<file path="src/rtl/demux_dispatch_ctrl.sv">
// demux_dispatch_ctrl: sequencing controller for the 16-bit 1:4 demultiplexer.
// Accepts words on a valid/ready handshake, routes each one by round-robin or by
// an explicit destination, holds it on the demux until the chosen sink takes it,
// and keeps a per-channel delivered-word counter.
module demux_dispatch_ctrl #(
    parameter int unsigned WIDTH = 16,
    parameter int unsigned CNT_W = 8
) (
    input  logic                 clk,
    input  logic                 rst_n,
    input  logic [WIDTH-1:0]     in_data,
    input  logic                 in_valid,
    output logic                 in_ready,
    input  logic                 mode,
    input  logic [1:0]           dest,
    input  logic [3:0]           enable,
    output logic [WIDTH-1:0]     out_data,
    output logic [1:0]           sel,
    output logic [3:0]           out_valid,
    input  logic [3:0]           out_ready,
    output logic                 drop,
    output logic [4*CNT_W-1:0]   count
);

    localparam int unsigned NCH = 4;

    typedef enum logic {
        IDLE = 1'b0,
        HOLD = 1'b1
    } state_t;

    state_t               state_q;
    logic [WIDTH-1:0]     data_q;
    logic [1:0]           sel_q;
    logic [1:0]           ptr_q;
    logic [3:0]           out_valid_q;
    logic                 drop_q;
    logic [4*CNT_W-1:0]   count_q;

    logic                 fire;
    logic                 route_ok;
    logic                 accept;
    logic                 routed;
    logic                 discard;
    logic [1:0]           rr_pick;
    logic [1:0]           next_sel;

    // Round-robin pick: first enabled channel scanning from ptr upwards (mod 4)
    always_comb begin
        logic       found;
        logic [1:0] idx;
        rr_pick = ptr_q;
        found   = 1'b0;
        for (int k = 0; k < NCH; k++) begin
            idx = ptr_q + 2'(k);
            if (!found && enable[idx]) begin
                rr_pick = idx;
                found   = 1'b1;
            end
        end
    end

    // Handshake and routing decisions for the current cycle
    always_comb begin
        fire     = (state_q == HOLD) && out_ready[sel_q];
        route_ok = mode ? 1'b1 : (|enable);
        in_ready = ((state_q == IDLE) || fire) && route_ok;
        accept   = in_valid && in_ready;
        routed   = accept && (!mode || enable[dest]);
        discard  = accept && mode && !enable[dest];
        next_sel = mode ? dest : rr_pick;
    end

    // Controller state, held word, pointer, drop pulse and delivery counters
    always_ff @(posedge clk or negedge rst_n) begin
        if (!rst_n) begin
            state_q     <= IDLE;
            data_q      <= '0;
            sel_q       <= '0;
            ptr_q       <= '0;
            out_valid_q <= '0;
            drop_q      <= 1'b0;
            count_q     <= '0;
        end else begin
            drop_q <= discard;
            if (routed) begin
                state_q     <= HOLD;
                data_q      <= in_data;
                sel_q       <= next_sel;
                out_valid_q <= 4'b0001 << next_sel;
                if (!mode) begin
                    ptr_q <= rr_pick + 2'd1;
                end
            end else if (fire) begin
                state_q     <= IDLE;
                out_valid_q <= '0;
            end
            for (int i = 0; i < NCH; i++) begin
                if (fire && (sel_q == 2'(i))) begin
                    count_q[i*CNT_W +: CNT_W] <= count_q[i*CNT_W +: CNT_W] + CNT_W'(1);
                end
            end
        end
    end

    assign out_data  = data_q;
    assign sel       = sel_q;
    assign out_valid = out_valid_q;
    assign drop      = drop_q;
    assign count     = count_q;

endmodule

</file>
<file path="config.mk">
export PLATFORM = sky130hd
export DESIGN_NAME = demux_dispatch_ctrl
export DESIGN_NICKNAME = d
export VERILOG_FILES = /design/src/rtl/demux_dispatch_ctrl.sv
export SDC_FILE = /design/constraint.sdc
export NUM_CORES = 1
export LEC_CHECK = 0
export ABC_AREA = 1
export BUFFER_PORTS_ARGS = -buffer_cell sky130_fd_sc_hd__buf_2
export CORE_MARGIN = 1
export CORE_UTILIZATION = 45
export CTS_CLUSTER_SIZE = 20
export DETAILED_ROUTE_END_ITERATION = 16
export HOLD_SLACK_MARGIN = 0.12
export PLACE_DENSITY = 0.7
export REMOVE_ABC_BUFFERS = 1
export SKIP_CTS_REPAIR_TIMING = 1
export SLEW_MARGIN = 20
export SYNTH_ARGS = -nofsm -noshare
export SYNTH_HDL_FRONTEND = slang
export SYNTH_SLANG_ARGS = --single-unit
</file>
<file path="constraint.sdc">
create_clock -name clk -period 1.6 [get_ports clk]
set_clock_uncertainty 0.05 [all_clocks]
set_input_delay 0.24 -clock clk [delete_from_list [all_inputs] [get_ports clk]]
set_output_delay 0.24 -clock clk [all_outputs]
set_load 0.005 [all_outputs]
</file>
# Word level (Yosys, flattened, before mapping)
# Cells that the tools add are included.
# classes
muxes	24
multipliers	0
n_addsub	8
magnitude_cmp	6
n_eq_ne	3
div_mod_pow	0
shifts	1
bitwise_logic	2
reduce_logical	24
# ops
cell	count
$add A8 B1 Y8 const B	4
$lt A2 B3 Y1 const B	6
$logic_and A1 B1 Y1	13
$bmux W1 S2	6
$mux W1	12
$mux W2	4
$mux W4	2
$logic_not A1 Y1	5
$add A2 B1 Y2 const B	2
$add A2 B2 Y2 const B	2
$eq A2 B2 Y1 const B	2
$reduce_or A4 Y1	1
$shl A1 B2 Y4 const A	1
$eq A2 B1 Y1 const B	1
$logic_not A2 Y1	1
$logic_or A1 B1 Y1	2
$not A1 Y1	2
$reduce_and A2 Y1	1
$reduce_bool A2 Y1	1
# word_totals
output_inout_bits	56
mem_count	0
latch_bits	0
romBits	0
input_bits	30
ramBits	0
reg_bits	58
wordCells	78

# Logic depth before layout (Yosys ltp)
# Gate-level depths: netlist (run 1).
# depth
word_depth	15
ltp_mapped	16
mapped_depth_nobuf	15

# Worst setup path after synthesis (run 1)
# Ideal clock, no wire load.
# synth_path
path_type	flip-flop to flip-flop
from	reg sel_q[1], in the netlist sel[1]
to	reg count_q[30], in the netlist count[30]
path_slack_ns	-0.028
path_buffers	0
setup_time_ns	0.123
arrival_ns	1.455
required_time_ns	1.427
path_stages_with_launch	11
synth_period_minus_slack_ns	1.628
cell_sequence	dfrtp_1 inv_2 nor2_1 nand2_1 nand4_1 nand2_2 nor2_2 nand2_1 nor2_1 nand3_1 xnor2_1
# synth_between
elab_chain_len	4
word_cells_on_any_way	5
classes_between	eq/ne: 1; mux: 2; reduce/logical: 2
# synth_rtl
element	line	rtl
start: declaration	34	logic [1:0] sel_q;
start signal: assignment	89	sel_q <= next_sel;
$bmux W1 S2	65	fire = (state_q == HOLD) && out_ready[sel_q];
$mux W1 (implied by the code)	65	
$logic_and A1 B1 Y1	65	
$logic_and A1 B1 Y1 (*)	99	if (fire && (sel_q == 2'(i))) begin
end signal: indexed assignment	100	count_q[i*CNT_W +: CNT_W] <= count_q[i*CNT_W +: CNT_W] + CNT_W'(1);
end: declaration	38	logic [4*CNT_W-1:0] count_q;
# Mark *: on every way between the ends. The rest lies on a longest branch, timed or not. The select of a mux whose other input is x is not followed.
# A chain may end at the register's enable or synchronous reset.

# Final worst setup path (run 1)
# layout_path
from	reg sel_q[0], in the netlist sel[0]
to	reg ptr_q[1]
# layout_between
elab_chain_len	8
# layout_rtl
element	line	rtl
$bmux W1 S2	65	
$mux W1 (implied by the code)	65	
$logic_and A1 B1 Y1	65	
$logic_or A1 B1 Y1	67	in_ready = ((state_q == IDLE) || fire) && route_ok;
$logic_and A1 B1 Y1	67	
$logic_and A1 B1 Y1	68	accept = in_valid && in_ready;
$logic_and A1 B1 Y1	69	routed = accept && (!mode || enable[dest]);
$reduce_and A2 Y1 (no line)	--	
end signal: assignment	92	ptr_q <= rr_pick + 2'd1;
end: declaration	35	logic [1:0] ptr_q;
# Every way passes these cells. The select of a mux whose other input is x is not followed.

==> results.txt, run 1 <==
The largest total area in the synthesized netlist belongs to sky130_fd_sc_hd__dfrtp_1. The post-synthesis sequential area ratio came out at 50.3%. The post-synthesis async set-or-reset flop share is 100%. Among the stages of the critical path, the cell type that occurs most often is sky130_fd_sc_hd__buf_4.

Cell internal power was estimated by the tool at 4.79 mW. The post-synthesis cell type count came out at 27. The share of the clock period used by the worst path after layout came out at 118%. The core area is 6060 um2.

The maximum number of pins on one net before global-route repair came out at 32. The post-detailed-route DRC marker count is 0. The synthesized-area fraction occupied by xor and xnor cells is 8.50%. After synthesis, the largest area contributor takes up 50.3% of total cell area. The post-placement cell count is 524. The clock passes through at most 2 buffers. After synthesis, the most frequently instantiated cells are sky130_fd_sc_hd__nand2_1, sky130_fd_sc_hd__dfrtp_1, sky130_fd_sc_hd__nand3_1, sky130_fd_sc_hd__inv_1. The H-tree depth is 3. The number of antenna violations at the first check in global routing is 0. The critical path contains buffers and inverters numbering 3 combined. In the post-synthesis netlist, the cell with the most instances is sky130_fd_sc_hd__nand2_1. The net switching power came out at 3.10 mW. The synthesized netlist devotes 1.73% of its cell area to adder and majority cells.

The number of nets in the final layout came out at 527. The detailed placement HPWL came out at 4.57 mm. The sum of overflow across all layers after global routing came out at 0. The count of final hold-check violations came out at 0. Timing analysis after detailed placement gives a worst setup slack of -0.226 ns. STA classifies the critical path startpoint as a flip-flop.

The floorplan row count is 28. After synthesis, the largest family of logic cells by area is simple AND/OR/NAND/NOR gates. The transition time of the tightest slew-check pin came out at 0.388 ns. Summing the areas of all and, or, nand and nor instances in the mapped netlist gives 31.6% of the synthesized area. The die extent in y is 82.1 um. The via count of the first global-routing pass came out at 2372.

The launch instance of the worst register-to-register path is sel[0]. The flop-to-flop setup slack came out at -0.30 ns. The share of total power consumed by net switching is 39.3%. For this design the top-level I/O count stands at 86.

The completed layout was analyzed and its total power is 7.89 mW. The leakage power is 2.50 nW. The cell chosen for the clock root is sky130_fd_sc_hd__clkbuf_8. The final reports fail on setup timing. The number of violations reported at the end of detailed-routing iteration 0 came out at 86. In the global route stage, overall resource usage came out at 19.5%. The count of state elements after synthesis is 58. The compound-cell area share of the yosys netlist came out at 1.21%. After routing, the total negative slack on setup checks comes to -8.16 ns.

The worst-case setup margin in the final layout came out at -0.296 ns. The horizontal extent of the die is 82.1 um. The detail-routed via count per cell is 4.87. The peak clock frequency supported by timing is 527 MHz.

In this run the worst path has a maximum fanout of 5. The first detailed-routing pass ran for 4 iterations. The post-route cell area came out at 4630 um2. Each instance of the synthesized netlist takes up on average 8.54 um2. The relative slew slack came out at 74.2%. Hold is met by 0.228 ns. The area enclosed by the die boundary is 6740 um2. The largest single stage delay on the critical path is 0.45 ns. The min-delay analysis places its worst path in the category input pin to flip-flop. The fraction of final layout cells with drive strength greater than 1 is 50.6%. The critical path starts at sel[0]. The number of clock buffers inserted by TritonCTS came out at 9. The areal power density over the cells came out at 1700 nW/um2. The relative contribution of the clock network to total power is 19.6%. Setup repair after global routing could not meet its margin everywhere. The worst path arrival time came out at 2.11 ns.

Per report_power, the combinational group accounts for 49.8% of the total. The number of warnings issued by yosys came out at 0. The count of nets left with antenna violations once routing finished came out at 0. The critical path in this run is classified as flip-flop to flip-flop.

The share of the core filled with cells came out at 76.4%. The worst vdd rail ir drop is 1.06 mV. The cell count after synthesis is 338. The global-route wire length before repair is 10.0 mm. The number of inserted diodes is 0. For the worst-skew pair, the clock arrives at the later sink with an insertion delay of 0.33 ns. After synthesis, the cell types taking the most area are sky130_fd_sc_hd__dfrtp_1, sky130_fd_sc_hd__nand2_1, sky130_fd_sc_hd__nand3_1. The clock tree from TritonCTS is done. The count of final max-slew check failures is 0. The worst setup path is captured at a flip-flop. The clock sink count is 58. The worst path required time came out at 1.81 ns. The area after detailed placement came out at 3610 um2. The beginning of the worst hold path is in_valid. The total of buffers placed on input and output ports is 85. Clock-pin slew was measured on the worst setup and hold paths at 0.07 ns. The aggregate routed wire length is 7.75 mm. The category of cells accounting for the largest share of critical-path delay is simple AND/OR/NAND/NOR gates.

Leaving out filler cells and counting taps, the final layout contains 573. The synthesis-to-finish area growth is 60.5%. Routability-driven placement finished with a final weighted congestion of 0.842. The number of setup violations in the final report came out at 49. Detailed routing inserted a total of 2791 vias.

After synthesis the cells add up to 2890 um2. The final critical delay including setup and external delays came out at 1.90 ns. The multiplexer area fraction after synthesis came out at 1.56%. The flow ran to the end, but the final reports show violations.

In the synthesized netlist the dominant register cell turns out to be sky130_fd_sc_hd__dfrtp_1. On the critical path, the stage with the largest delay is an instance of sky130_fd_sc_hd__dfrtp_1. Sequential cells account for 30.5% of the total power. Traced cell by cell, the critical path runs through inv_1, nand3_1, nand4_1, nand2b_4, buf_4, nand3_4, nor2_4, buf_4, nand2_2, nand3b_1, nand2_1. The average wire per standard cell came out at 13.5 um. The initial utilization of the core area, before any placement, comes to 47.6%. The number of synthesized flops with an enable pin is 0. The max-capacitance violation count is 0.
==> sequential cells by signal (all words and copies together), names as in the netlist <==
signal,cells
out_valid,4
state_q,1
out_data,16
ptr_q,2
drop,1
count,32
sel,2
==> cell usage in the layout (no fill, tap or decap), types with 2 or more instances in the layout <==
cell type and n:
sky130_fd_sc_hd__nand2_1 95, sky130_fd_sc_hd__buf_2 84, sky130_fd_sc_hd__dfrtp_1 57, sky130_fd_sc_hd__nand2_2 36, sky130_fd_sc_hd__buf_4 30, sky130_fd_sc_hd__nand3_1 20
sky130_fd_sc_hd__dlygate4sd3_1 17, sky130_fd_sc_hd__buf_6 16, sky130_fd_sc_hd__nor2_4 13, sky130_fd_sc_hd__inv_1 13, sky130_fd_sc_hd__xor2_1 12, sky130_fd_sc_hd__xnor2_1 12
sky130_fd_sc_hd__nand2_4 11, sky130_fd_sc_hd__clkbuf_8 11, sky130_fd_sc_hd__nand3_2 9, sky130_fd_sc_hd__inv_2 6, sky130_fd_sc_hd__nand4_1 5, sky130_fd_sc_hd__nand3_4 4
sky130_fd_sc_hd__nor2_2 4, sky130_fd_sc_hd__mux2_4 4, sky130_fd_sc_hd__ha_1 4, sky130_fd_sc_hd__nor2_1 3, sky130_fd_sc_hd__o21ai_2 3, sky130_fd_sc_hd__o21ai_0 2
sky130_fd_sc_hd__inv_4 2, sky130_fd_sc_hd__clkinv_4 2, sky130_fd_sc_hd__xor2_2 2, sky130_fd_sc_hd__xnor2_2 2, sky130_fd_sc_hd__bufinv_16 2, sky130_fd_sc_hd__buf_12 2
==> worst paths after layout <==
kind | end | cells after the start
max | ptr_q[1] | 11
min | drop | 4
min in group asynchronous | count[13] | 3
min reg2reg | count[31] | 1
max in group asynchronous | count[2] | 3
max reg2reg | ptr_q[1] | 11
==> final cells by class <==
| cell class | count | area, um2 |
|---|---|---|
| multi-input cells | 250 | 1690 |
| flip-flops and latches | 58 | 1450 |
| fillers | 434 | 1430 |
| repair buffers | 150 | 1060 |
| clock buffers | 12 | 155 |
| inverters | 23 | 101 |
| well taps | 75 | 93.8 |
| clock inverters | 4 | 73.8 |
| repair inverters | 1 | 7.51 |
==> power by group through the flow <==
stage,Sequential (mW),Combinational (mW),Clock (mW)
6_report,2.41,3.93,1.55
5_1_grt,2.48,4.28,1.66
4_1_cts,2.34,2.67,1.55
3_5_place_dp,2.35,2.66,0
3_3_place_gp,2.35,2.60,0
2_1_floorplan,2.39,1.36,0
==> routing by layer <==
metal  GRT usage (%)  up-vias  routed length, um
met1            23.8     1325               3280
li1                -     1372                  -
met2            32.4       88               3980
met4            5.79        0                 46
met5               0        -                  0
met3            6.78        6                439
==> cells by family (layout without fill, tap and decap cells) <==
logic type	Yosys count	in the layout
AOI/OAI and AO/OA	7	7
xor gates and xnor gates	28	28
adders and majority gates	4	4
buffers and inverters	30	190
DFF	58	58
muxes	4	4
and+or+nand+nor	207	207
==> tightest hold or removal path, stage by stage <==
cell,delay [ns]
sky130_fd_sc_hd__buf_2,0.12
sky130_fd_sc_hd__nand3_4,0.08
sky130_fd_sc_hd__buf_4,0.10
sky130_fd_sc_hd__nor2_1,0.03
(Power assumes the default switching activity.)
==> inputs of run 2 (changes only) <==
--- a/config.mk
+++ b/config.mk
@@ -8,11 +8,11 @@
 export ABC_AREA = 1
 export BUFFER_PORTS_ARGS = -buffer_cell sky130_fd_sc_hd__buf_2
 export CORE_MARGIN = 1
-export CORE_UTILIZATION = 45
+export CORE_UTILIZATION = 46
 export CTS_CLUSTER_SIZE = 20
 export DETAILED_ROUTE_END_ITERATION = 16
 export HOLD_SLACK_MARGIN = 0.12
-export PLACE_DENSITY = 0.7
+export PLACE_DENSITY = 0.75
 export REMOVE_ABC_BUFFERS = 1
 export SKIP_CTS_REPAIR_TIMING = 1
 export SLEW_MARGIN = 20
==> run 2 against run 1 <==
The flow still finishes with violations (setup timing). Worst setup slack worse by 0.023 ns. Sequential power barely moved. Cell count decreased by 1.2%. Routed wire length is 5.5% lower. Largest power group unchanged. Highest routed layer unchanged.
==> results.txt, run 2 (synthesis results as in run 1) <==
The layout filler cell count was 447 (+3.0%). The die extent in y is 81.2 um (-1.1%). The core area is 5990 um2 (-1.2%). The worst path arrival time is 2.09 ns (-0.02 ns). The peak clock frequency supported by timing came to 521 MHz (-1.2%). The met2 wirelength from detailed routing came to 3.64 mm (-8.6%).

The aggregate routed wire length is 7.32 mm (-5.5%). The horizontal extent of the die is 81.2 um (-1.1%). The final cell count without fillers is 566 (-1.2%). The flip-flop count of the largest register after layout came out at 32 (unchanged). The tree is rooted in a sky130_fd_sc_hd__clkbuf_8. The worst vdd rail ir drop came out at 1.07 mV (+1.0%). The number of clock buffers inserted by TritonCTS came to 9 (unchanged). The count of final max-slew check failures is 0 (unchanged).

The fraction of final layout cells with drive strength greater than 1 is 43.2% (-7.4 points). The number of nets in the final layout is 520 (-1.3%). The clock tree from TritonCTS is done. The run finished, with violations left. The post-detailed-route DRC marker count came out at 0 (unchanged). Setup repair after global routing could not meet its margin everywhere. The buffer depth of the longest clock path is 2 (unchanged).

The final reports fail on setup timing. In the layout the commonest cells are sky130_fd_sc_hd__nand2_1, sky130_fd_sc_hd__buf_2, sky130_fd_sc_hd__dfrtp_1. The number of setup violations in the final report is 46 (-6.1%). Leaving out fill and tap cells, the most frequent cell in the layout is sky130_fd_sc_hd__nand2_1. The floorplan row count is 28 (unchanged). The highest layer touched by signal routing is met4.

The combined area of the multi-input logic cells is 1530 um2 (-9.6%). The via count of the first global-routing pass came to 2487 (+4.8%). The area after detailed placement is 3560 um2 (-1.2%).

The total routed wire length on the met1 layer is 3.12 mm (-4.9%). The largest fanout on the critical path came to 7 (+2). The total area of sequential cells is 1460 um2 (+0.17%).

The sequential power share is 33.7% (+3.2 points). STA classifies the critical path endpoint as a flip-flop. The post-placement cell count came out at 520 (-0.76%). The leakage power was 2.40 nW (-4.1%). The initial cell density of the core came out at 48.2% (+0.56 points). The via total after detailed routing came out at 2800 (+0.32%). The areal power density over the cells came to 1650 nW/um2 (-3.2%). The total of buffers placed on input and output ports is 85 (unchanged). The accumulated negative setup slack is -8.09 ns (+0.0704 ns).

The count of final hold-check violations was 0 (unchanged). The number of inserted diodes is 0 (unchanged). On the critical path, the stage with the largest delay is an instance of sky130_fd_sc_hd__dfrtp_1. The post-route cell area is 4340 um2 (-6.3%). The sum of overflow across all layers after global routing came out at 0 (unchanged). The remaining number of nets flagged by the antenna check after routing came to 0 (unchanged).

The share of total power consumed by net switching came out at 39.6% (+0.24 points). The relative slew slack is 73.3% (-0.87 points). The area enclosed by the die boundary is 6590 um2 (-2.1%).

The worst-case setup margin in the final layout came out at -0.319 ns (-0.0227 ns). The worst-skew pair later-pin latency is 0.33 ns (about the same). The transition time of the tightest slew-check pin came out at 0.401 ns (+0.0130 ns). The path depth of the worst reg2reg path was 13 (+2).

The total track usage is 21.8% (+2.2 points). The relative contribution of the clock network to total power is 18.8% (-0.8 points). The detail-routed via count per cell was 4.95 (+1.6%).

The net switching power is 2.83 mW (-8.8%). The average wire per standard cell is 12.9 um (-4.3%). The critical path is of the flip-flop to flip-flop type. The worst path required time is 1.77 ns (-0.04 ns). The clock sink count was 58 (unchanged). The last weighted congestion value of the routability-driven placer is 0.948 (+13%). The share of the clock period used by the worst path after layout is 120% (+1.4 points).

The number of top-level pins came out at 86 (unchanged). The global-route wire length before repair was 10.9 mm (+9.0%). The instance count along the most critical hold path is 4 (unchanged).

The share of the core filled with cells is 72.4% (-4.0 points). The detailed placement HPWL is 4.78 mm (+4.6%). The max-capacitance violation count came out at 0 (unchanged).

The detailed-routing iteration count for the pre-antenna-repair pass came out at 4 (unchanged). The clock slew seen by the registers of the worst setup and hold paths came out at 0.07 ns (about the same). The worst hold path belongs to the class input pin to flip-flop. The number of antenna violations at the first check in global routing is 0 (unchanged). The length of routed met3 wiring is 403 um (-8.2%). The critical path goes through inv_2, nor2_4, nand2_1, nand4_1, nand2b_4, buf_4, nand3_2, nor2_4, buf_4, buf_6, nor2_4, nand2_1, nand2_1.

The maximum number of pins on one net before global-route repair is 33 (+3.1%). The combinational fraction of design power came out at 47.5% (-2.3 points). The delay of the slowest cell on the worst path is 0.38 ns (-0.07 ns). The number of violations reported at the end of detailed-routing iteration 0 is 112 (+30%). The synthesis-to-finish area growth is 50.3%. The kind of start point of the critical path is a flip-flop. The cell-internal power came out at 4.32 mW (-9.7%). The H-tree depth is 3 (unchanged). The final critical delay including setup and external delays is 1.92 ns (+0.0227 ns).
==> run 2: layout make-up <==
cell class	count	share of cell area, %
Tap cell	75	2.16
Timing Repair inverter	1	0.173
Multi-Input combinational cell	250	35.2
Inverter	23	2.16
Sequential cell	58	33.5
Clock inverter	5	1.24
Clock buffer	11	3.26
Timing Repair Buffer	143	22.3
==> run 2: worst max-delay path, delay by kind of cell (launching register included) <==
family	cells	cell delay, ns
flops	1	0.38
buf+inv	4	0.44
simple gates	9	0.94
==> run 2: worst paths after layout <==
check	startpoint	slack [ns]	endpoint
min reg2reg	out_data[4]	0.42	out_data[4]
max reg2reg	sel[1]	-0.32	out_valid[0]
min in group asynchronous	rst_n	0.40	count[14]
max in group asynchronous	rst_n	0.78	out_data[6]
max	sel[1]	-0.32	out_valid[0]
min	in_valid	0.23	drop
==> run 2: power groups by stage <==
stage          clock network [mW]  logic (mW)  registers (mW)
2_1_floorplan                   0        1.36            2.39
3_3_place_gp                    0        2.57            2.35
3_5_place_dp                    0        2.66            2.36
4_1_cts                      1.37        2.67            2.35
5_1_grt                      1.44        3.77            2.48
6_report                     1.34        3.39            2.41
==> run 2: routing by layer <==
layer | vias to the layer above | GRT usage (%)
met5 | - | 0
met4 | 0 | 10.9
met3 | 17 | 4.61
met2 | 93 | 35.8
met1 | 1328 | 27.0
li1 | 1362 | -
==> run 2: stage by stage <==
step                      power (mW)  setup WS (ns)  hold slack [ns]
after global placement          4.92         -0.124            0.214
after detailed placement        5.01         -0.181            0.226
after floorplan                 3.75         -0.242           -0.106
final                           7.15         -0.319            0.226
after CTS                       6.39         -0.361           -0.139
after global routing            7.69         -0.427            0.218
